File: src/rtl/pipe_ctrl_pkg.sv
// Shared types for the skid-buffered pipeline stage controller.
// State encoding doubles as the entry count.
package pipe_ctrl_pkg;

  localparam int DATA_W = 70;

  typedef logic [1:0] occ_t;

  typedef enum logic [1:0] {
    EMPTY = 2'd0,
    ONE   = 2'd1,
    TWO   = 2'd2
  } skid_state_t;

endpackage

File: src/rtl/wallOfDFFsL70.sv
// Enabled register wall with async active-high clear.
// Holds one pipeline payload.
import pipe_ctrl_pkg::*;

module wallOfDFFsL70 #(
  parameter int WIDTH = DATA_W
) (
  input  logic             clk,
  input  logic             reset,
  input  logic             en,
  input  logic [WIDTH-1:0] d,
  output logic [WIDTH-1:0] q
);

  always_ff @(posedge clk or posedge reset) begin
    if (reset)
      q <= '0;
    else if (en)
      q <= d;
  end

endmodule

File: src/rtl/pipe_skid_ctrl.sv
// Two-entry skid stage: main wall feeds downstream, skid absorbs
// one payload under stall. All handshake outputs come from flops.
import pipe_ctrl_pkg::*;

module pipe_skid_ctrl #(
  parameter int WIDTH = DATA_W
) (
  input  logic             clk,
  input  logic             reset,
  input  logic             flush,
  input  logic             in_valid,
  input  logic [WIDTH-1:0] in_data,
  output logic             in_ready,
  output logic             out_valid,
  output logic [WIDTH-1:0] out_data,
  input  logic             out_ready,
  output occ_t             occupancy
);

  skid_state_t state, nxt;

  logic in_fire, out_fire;
  logic main_en, skid_en, sel_skid;
  logic [WIDTH-1:0] main_d, skid_q;

  assign in_fire  = in_valid & in_ready;
  assign out_fire = out_valid & out_ready;

  always_comb begin
    nxt      = state;
    main_en  = 1'b0;
    skid_en  = 1'b0;
    sel_skid = 1'b0;
    if (flush) begin
      nxt = EMPTY;
    end else begin
      unique case (state)
        EMPTY: begin
          if (in_fire) begin
            main_en = 1'b1;
            nxt     = ONE;
          end
        end
        ONE: begin
          unique case (1'b1)
            in_fire & out_fire: main_en = 1'b1;
            in_fire & ~out_fire: begin
              skid_en = 1'b1;
              nxt     = TWO;
            end
            ~in_fire & out_fire: nxt = EMPTY;
            default: ;
          endcase
        end
        TWO: begin
          if (out_fire) begin
            main_en  = 1'b1;
            sel_skid = 1'b1;
            nxt      = ONE;
          end
        end
        default: nxt = EMPTY;
      endcase
    end
  end

  // Handshake flags are registered from next-state, never from inputs.
  always_ff @(posedge clk or posedge reset) begin
    if (reset) begin
      state     <= EMPTY;
      in_ready  <= 1'b1;
      out_valid <= 1'b0;
      occupancy <= '0;
    end else begin
      state     <= nxt;
      in_ready  <= (nxt != TWO);
      out_valid <= (nxt != EMPTY);
      occupancy <= occ_t'(nxt);
    end
  end

  assign main_d = sel_skid ? skid_q : in_data;

  wallOfDFFsL70 #(.WIDTH(WIDTH)) u_main (
    .clk   (clk),
    .reset (reset),
    .en    (main_en),
    .d     (main_d),
    .q     (out_data)
  );

  wallOfDFFsL70 #(.WIDTH(WIDTH)) u_skid (
    .clk   (clk),
    .reset (reset),
    .en    (skid_en),
    .d     (in_data),
    .q     (skid_q)
  );

endmodule

File: config.mk
export PLATFORM = sky130hd
export DESIGN_NAME = pipe_skid_ctrl
export DESIGN_NICKNAME = d
export VERILOG_FILES = /design/src/rtl/pipe_ctrl_pkg.sv /design/src/rtl/wallOfDFFsL70.sv /design/src/rtl/pipe_skid_ctrl.sv
export SDC_FILE = /design/constraint.sdc
export NUM_CORES = 1
export LEC_CHECK = 0
export ABC_AREA = 1
export BUFFER_PORTS_ARGS = -buffer_cell sky130_fd_sc_hd__buf_4
export CELL_PAD_IN_SITES_DETAIL_PLACEMENT = 1
export CELL_PAD_IN_SITES_GLOBAL_PLACEMENT = 1
export CORE_ASPECT_RATIO = 1.2
export CORE_MARGIN = 5
export CORE_UTILIZATION = 35
export DETAILED_ROUTE_END_ITERATION = 12
export PLACE_DENSITY_LB_ADDON = 0.1
export SYNTH_ARGS = -nofsm -noshare
export SYNTH_HDL_FRONTEND = slang
export SYNTH_SLANG_ARGS = --single-unit
File: constraint.sdc
create_clock -name clk -period 3.95 [get_ports clk]
set_input_delay 0.395 -clock clk [delete_from_list [all_inputs] [get_ports clk]]
set_output_delay 0.395 -clock clk [all_outputs]
set_load 0.02 [all_outputs]
# Yosys cells after proc, flatten, opt, wreduce, memory -nomap -nowiden
# Cells that the tools add are included.
# op_classes
n_reduce_logical	2
mux	16
n_eq_ne	3
bitwise	7
# op_table
operator	count
$mux W70	1
$mux W1	9
$mux W2	3
$pmux W2 S3	1
$and A1 B1 Y1	5
$pmux W2 S2	1
$pmux W1 S3	1
$eq A2 B1 Y1 const B	1
$eq A2 B2 Y1 const B	1
$logic_not A2 Y1	1
$ne A2 B2 Y1 const B	1
$not A1 Y1	2
$reduce_bool A2 Y1	1
# word_totals
ff_bits	144

# Logic depth before layout (Yosys ltp)
# logic_depth
word_depth	7
depth_mapped	9

# Hierarchy
# Synthesis repeated with hierarchy kept, for this count alone.
# unflattened
cells_unflattened	850
area_unflattened_um2	6756.5
# modules_own_cells
mod	cells_each	area_per_inst_um2	seq_area_each_um2	n_inst
wallOfDFFsL70	297	2695.1	1751.7	2
pipe_skid_ctrl	256	1366.3	101.3	1

# Least setup slack after synthesis
# No wires, ideal clock.
# synth_path
path_type	register to register
start	register in_ready
end	register u_skid.q[0]
path_slack_ns	2.543
t_arrival_ns	1.290
synth_period_minus_slack_ns	1.407
setup_time_ns	0.117
required_ns	3.833
path_stages_with_launch	7
path_cell_list	dfstp_2 nand3_1 nor2_4 inv_2 clkbuf_1 nand2_1 nand2_1
# synth_via
elab_chain_len	5
# synth_lines
item	line	text
from (decl)	pipe_skid_ctrl.sv:13	output logic in_ready,
from (signal assigned)	pipe_skid_ctrl.sv:76	in_ready <= (nxt != TWO);
$and A1 B1 Y1	pipe_skid_ctrl.sv:26	assign in_fire = in_valid & in_ready;
$and A1 B1 Y1	pipe_skid_ctrl.sv:47	in_fire & ~out_fire: begin
$mux W1	pipe_skid_ctrl.sv:45	unique case (1'b1)
$mux W1	pipe_skid_ctrl.sv:37	unique case (state)
$mux W1	pipe_skid_ctrl.sv:34	if (flush) begin
to (signal assigned)	wallOfDFFsL70.sv:17	q <= '0;
to (signal assigned)	wallOfDFFsL70.sv:19	q <= d;
to (decl)	wallOfDFFsL70.sv:12	output logic [WIDTH-1:0] q
# Every way passes these cells.
# A chain may end at the register's enable or synchronous reset.

# Worst setup path after layout
# layout_path
start	register state[0]
end	register u_main.q[68]
# layout_via
elab_chain_len	4
word_cells_on_any_way	8
classes_between	eq/ne (2); mux (5); reduce/logical (1)
# layout_lines
item	line	text
from (decl)	pipe_skid_ctrl.sv:20	skid_state_t state, nxt;
from (signal assigned)	pipe_skid_ctrl.sv:75	state <= nxt;
$eq A2 B2 Y1	pipe_skid_ctrl.sv:37	
$mux W1	pipe_skid_ctrl.sv:37	
$mux W1	pipe_skid_ctrl.sv:34	
$mux W70	pipe_skid_ctrl.sv:82	assign main_d = sel_skid ? skid_q : in_data;
to (signal assigned)	wallOfDFFsL70.sv:17	
to (signal assigned)	wallOfDFFsL70.sv:19	
to (decl)	wallOfDFFsL70.sv:12	
# Several ways; a longest one is shown, not always the timed one.

==> metrics <==
clock slew at reported path FFs=0.07 ns; Layout area overhead=29.72%; die area=21210 µm²; sequential share of power=0.426; crit path launch=state[0]$_DFF_PP0_; headroom to the max-slew limit=0.3410; clk_lat worst skew=0.42 ns; total number of vias=5812; count of clock tree sinks=144; WL/cell=16.09 µm; worst r2r dst=u_main.q[68]$_DFFE_PP0P_; worst vdd ir=313.3 µV; total negative slack=0 ns; pwr/cell area=650.1 nW/µm²; Pre-antenna DRT Iters=4; clock tree buffer depth=2; H-tree depth=4; Reg-to-Reg Start=state[0]$_DFF_PP0_; Arrival @ worst endpoint=2.54 ns; TritonCTS clock tree=done; worst r2r path cells=8; Hold Path Class=input port to register; first-pass GRT wire length=32.69 mm; fraction of layout cells with a size suffix above 1=0.2032; Cells on Worst Hold Path=3; crit path max fanout=39; Max Fclk=459.0 MHz; Via density=4.752; Avg Inst Size Synth=7.510 µm²; Die W=133.8 µm; drt initial violations=315; minimum clock period=2.179 ns; GR Util All Layers=0.1934; number of global-route vias before repair=6211; status=completed; CP Capture Type=register; Yosys top cell area share=0.5560; Internal=3.643 mW; leakage=4.744 nW; Final nets=1061; GRT met1 Usage=0.2562; initial core utilization=0.3554; Worst EP required=4.31 ns; core area=18110 µm²; routability cong.=0.7243; startpoint types=register; RSZ-0062 raised after global routing=false; count of maximum capacitance violations=0; Syn Nets=932; flop-to-flop setup slack=1.77 ns; cells along the critical path=inv_2 -> nand2_1 -> nor2_4 -> buf_4 -> nand3_1 -> nand2_1 -> nand2_1 -> nand2_1; slowest stage delay, CP=0.76 ns; Final Instance Count excl. Fillers=1223; Max Transition Viols Final=0; Area contributors post-synth=dfrtp_1 (56%), nand2_1 (33%), nand3_1 (5.9%); slowest CP cell=nor2_4; Netlist cell types=14; Yosys reg bits=144; WS Path Type=register to register; total congestion overflow=0; worst slew pin tran=0.9861 ns; placed insts=1190; detailed placement HPWL=12.10 mm; Post-Syn Area=6436 µm²; met2 Use GR=0.3224; DRT antenna net count=0; Port Buf Inserts=148; Die Y=158.6 µm; Tcrit/Tclk final=0.5516; most used cell along the critical path=nand2_1; cells after synthesis=857; Num CTS Buffers=17; clock power share=0.320; Hold Path Origin=in_data[25]; switch share=0.3288; Seq/Total Area, Yosys=0.5601; largest net degree at the start of global routing=72; Root Driver=clkbuf_16; final WL=19.68 mm; Final Hold Vio Count=0; initial antenna violation count=0; Clock Skew=0.009248 ns; Most Crowded Layer GR=met2; Psw=1.785 mW; Core Rows=54; Boundary Pins=149; Synth warnings=0; area leader, netlist=dfrtp_1; DRC=0; met3 Use GR=0.04425; Post-CTS Setup Inserts=0; hold endpoint=u_skid.q[25]$_DFFE_PP0P_; endpoints failing setup=0; diode count=0; Comb power frac=0.255
## worst max path at each step
stage	endpoint	cells after the start	slack, ns
6_report	u_main.q[68]$_DFFE_PP0P_	8	1.77
5_1_grt	u_main.q[68]$_DFFE_PP0P_	8	1.50
3_5_place_dp	u_main.q[55]$_DFFE_PP0P_	9	1.64
2_1_floorplan	out_valid$_DFF_PP0_	1	1.75
3_3_place_gp	u_main.q[11]$_DFFE_PP0P_	8	1.70
4_1_cts	u_main.q[68]$_DFFE_PP0P_	8	1.70
## kinds of logic after synthesis
kind of cell    count (synthesis)  synth area share
simple gates                  652            0.3970
buf+inv                        60           0.04219
flops                         144            0.5601
compound gates                  1         0.0007769
## per-layer routing
layer	share of wire	routed length, µm
met3	0.046	901
met1	0.46	9135
met5	0	0
met4	0.010	198
met2	0.48	9447
## cells in the mapped netlist
library cell	instances
nand2_1	571
dfrtp_1	143
nand3_1	76
buf_2	37
clkbuf_1	10
inv_2	7
buf_1	3
inv_1	3
nor2_1	2
a21oi_1	1
dfstp_2	1
nand2_2	1
nor2_2	1
nor2_4	1
## registers in the layout, indices dropped and copies added (netlist names)
name / flops
in_ready: 1
out_valid: 1
state: 2
u_main.q: 70
u_skid.q: 70
## final cells by class
| type | count | area (µm²) |
|---|---|---|
| Fill cell | 2247 | 9758 |
| Sequential cell | 144 | 3605 |
| Multi-Input combinational cell | 653 | 2577 |
| Timing Repair Buffer | 160 | 1216 |
| Clock buffer | 19 | 442.9 |
| Tap cell | 224 | 280.3 |
| Clock inverter | 13 | 186.4 |
| Inverter | 10 | 41.29 |
## power groups by stage
stage                     combinational [mW]  clock, mW  sequential (mW)
final                                   1.38       1.74             2.31
after global routing                    1.56       1.84             2.38
after CTS                               1.42       1.77             2.31
after detailed placement                1.41          0             2.33
after global placement                  1.37          0             2.32
after floorplan                        0.551          0             2.54
## cell usage in the layout, fill, tap and decap left out, types with 2 or more instances in the layout
cell type,instances
nor2_4,2
buf_4,158
dfrtp_1,143
inv_2,7
nand3_1,75
inv_1,2
clkinvlp_4,5
nor2_1,2
clkbuf_16,17
bufinv_16,4
clkinv_2,2
nand2_1,571
clkinv_4,2
## critical path: cells and delay by family (launching register included)
kind / cells / cell delay [ns]
buf+inv: 2 / 0.49
flops: 1 / 0.43
simple gates: 6 / 1.19
## stage by stage
stage	util	setup slack, ns	cell area (µm²)	power [mW]	hold slack [ns]
5_1_grt	0.4611	1.499	8349	5.773	0.1671
2_1_floorplan	-	1.751	6440	3.087	0.4425
4_1_cts	0.4611	1.696	8349	5.504	0.1633
3_3_place_gp	0.4258	1.696	7710	3.690	0.4281
6_report	0.4611	1.771	8349	5.428	0.1791
3_5_place_dp	0.4258	1.636	7710	3.742	0.4338
## repair_timing
item                      in CTS  in global routing
hold endpoints to repair      15                  0
resized for setup              0                  0
hold buffers                   1                  0
Power figures use the tool's default switching activity.
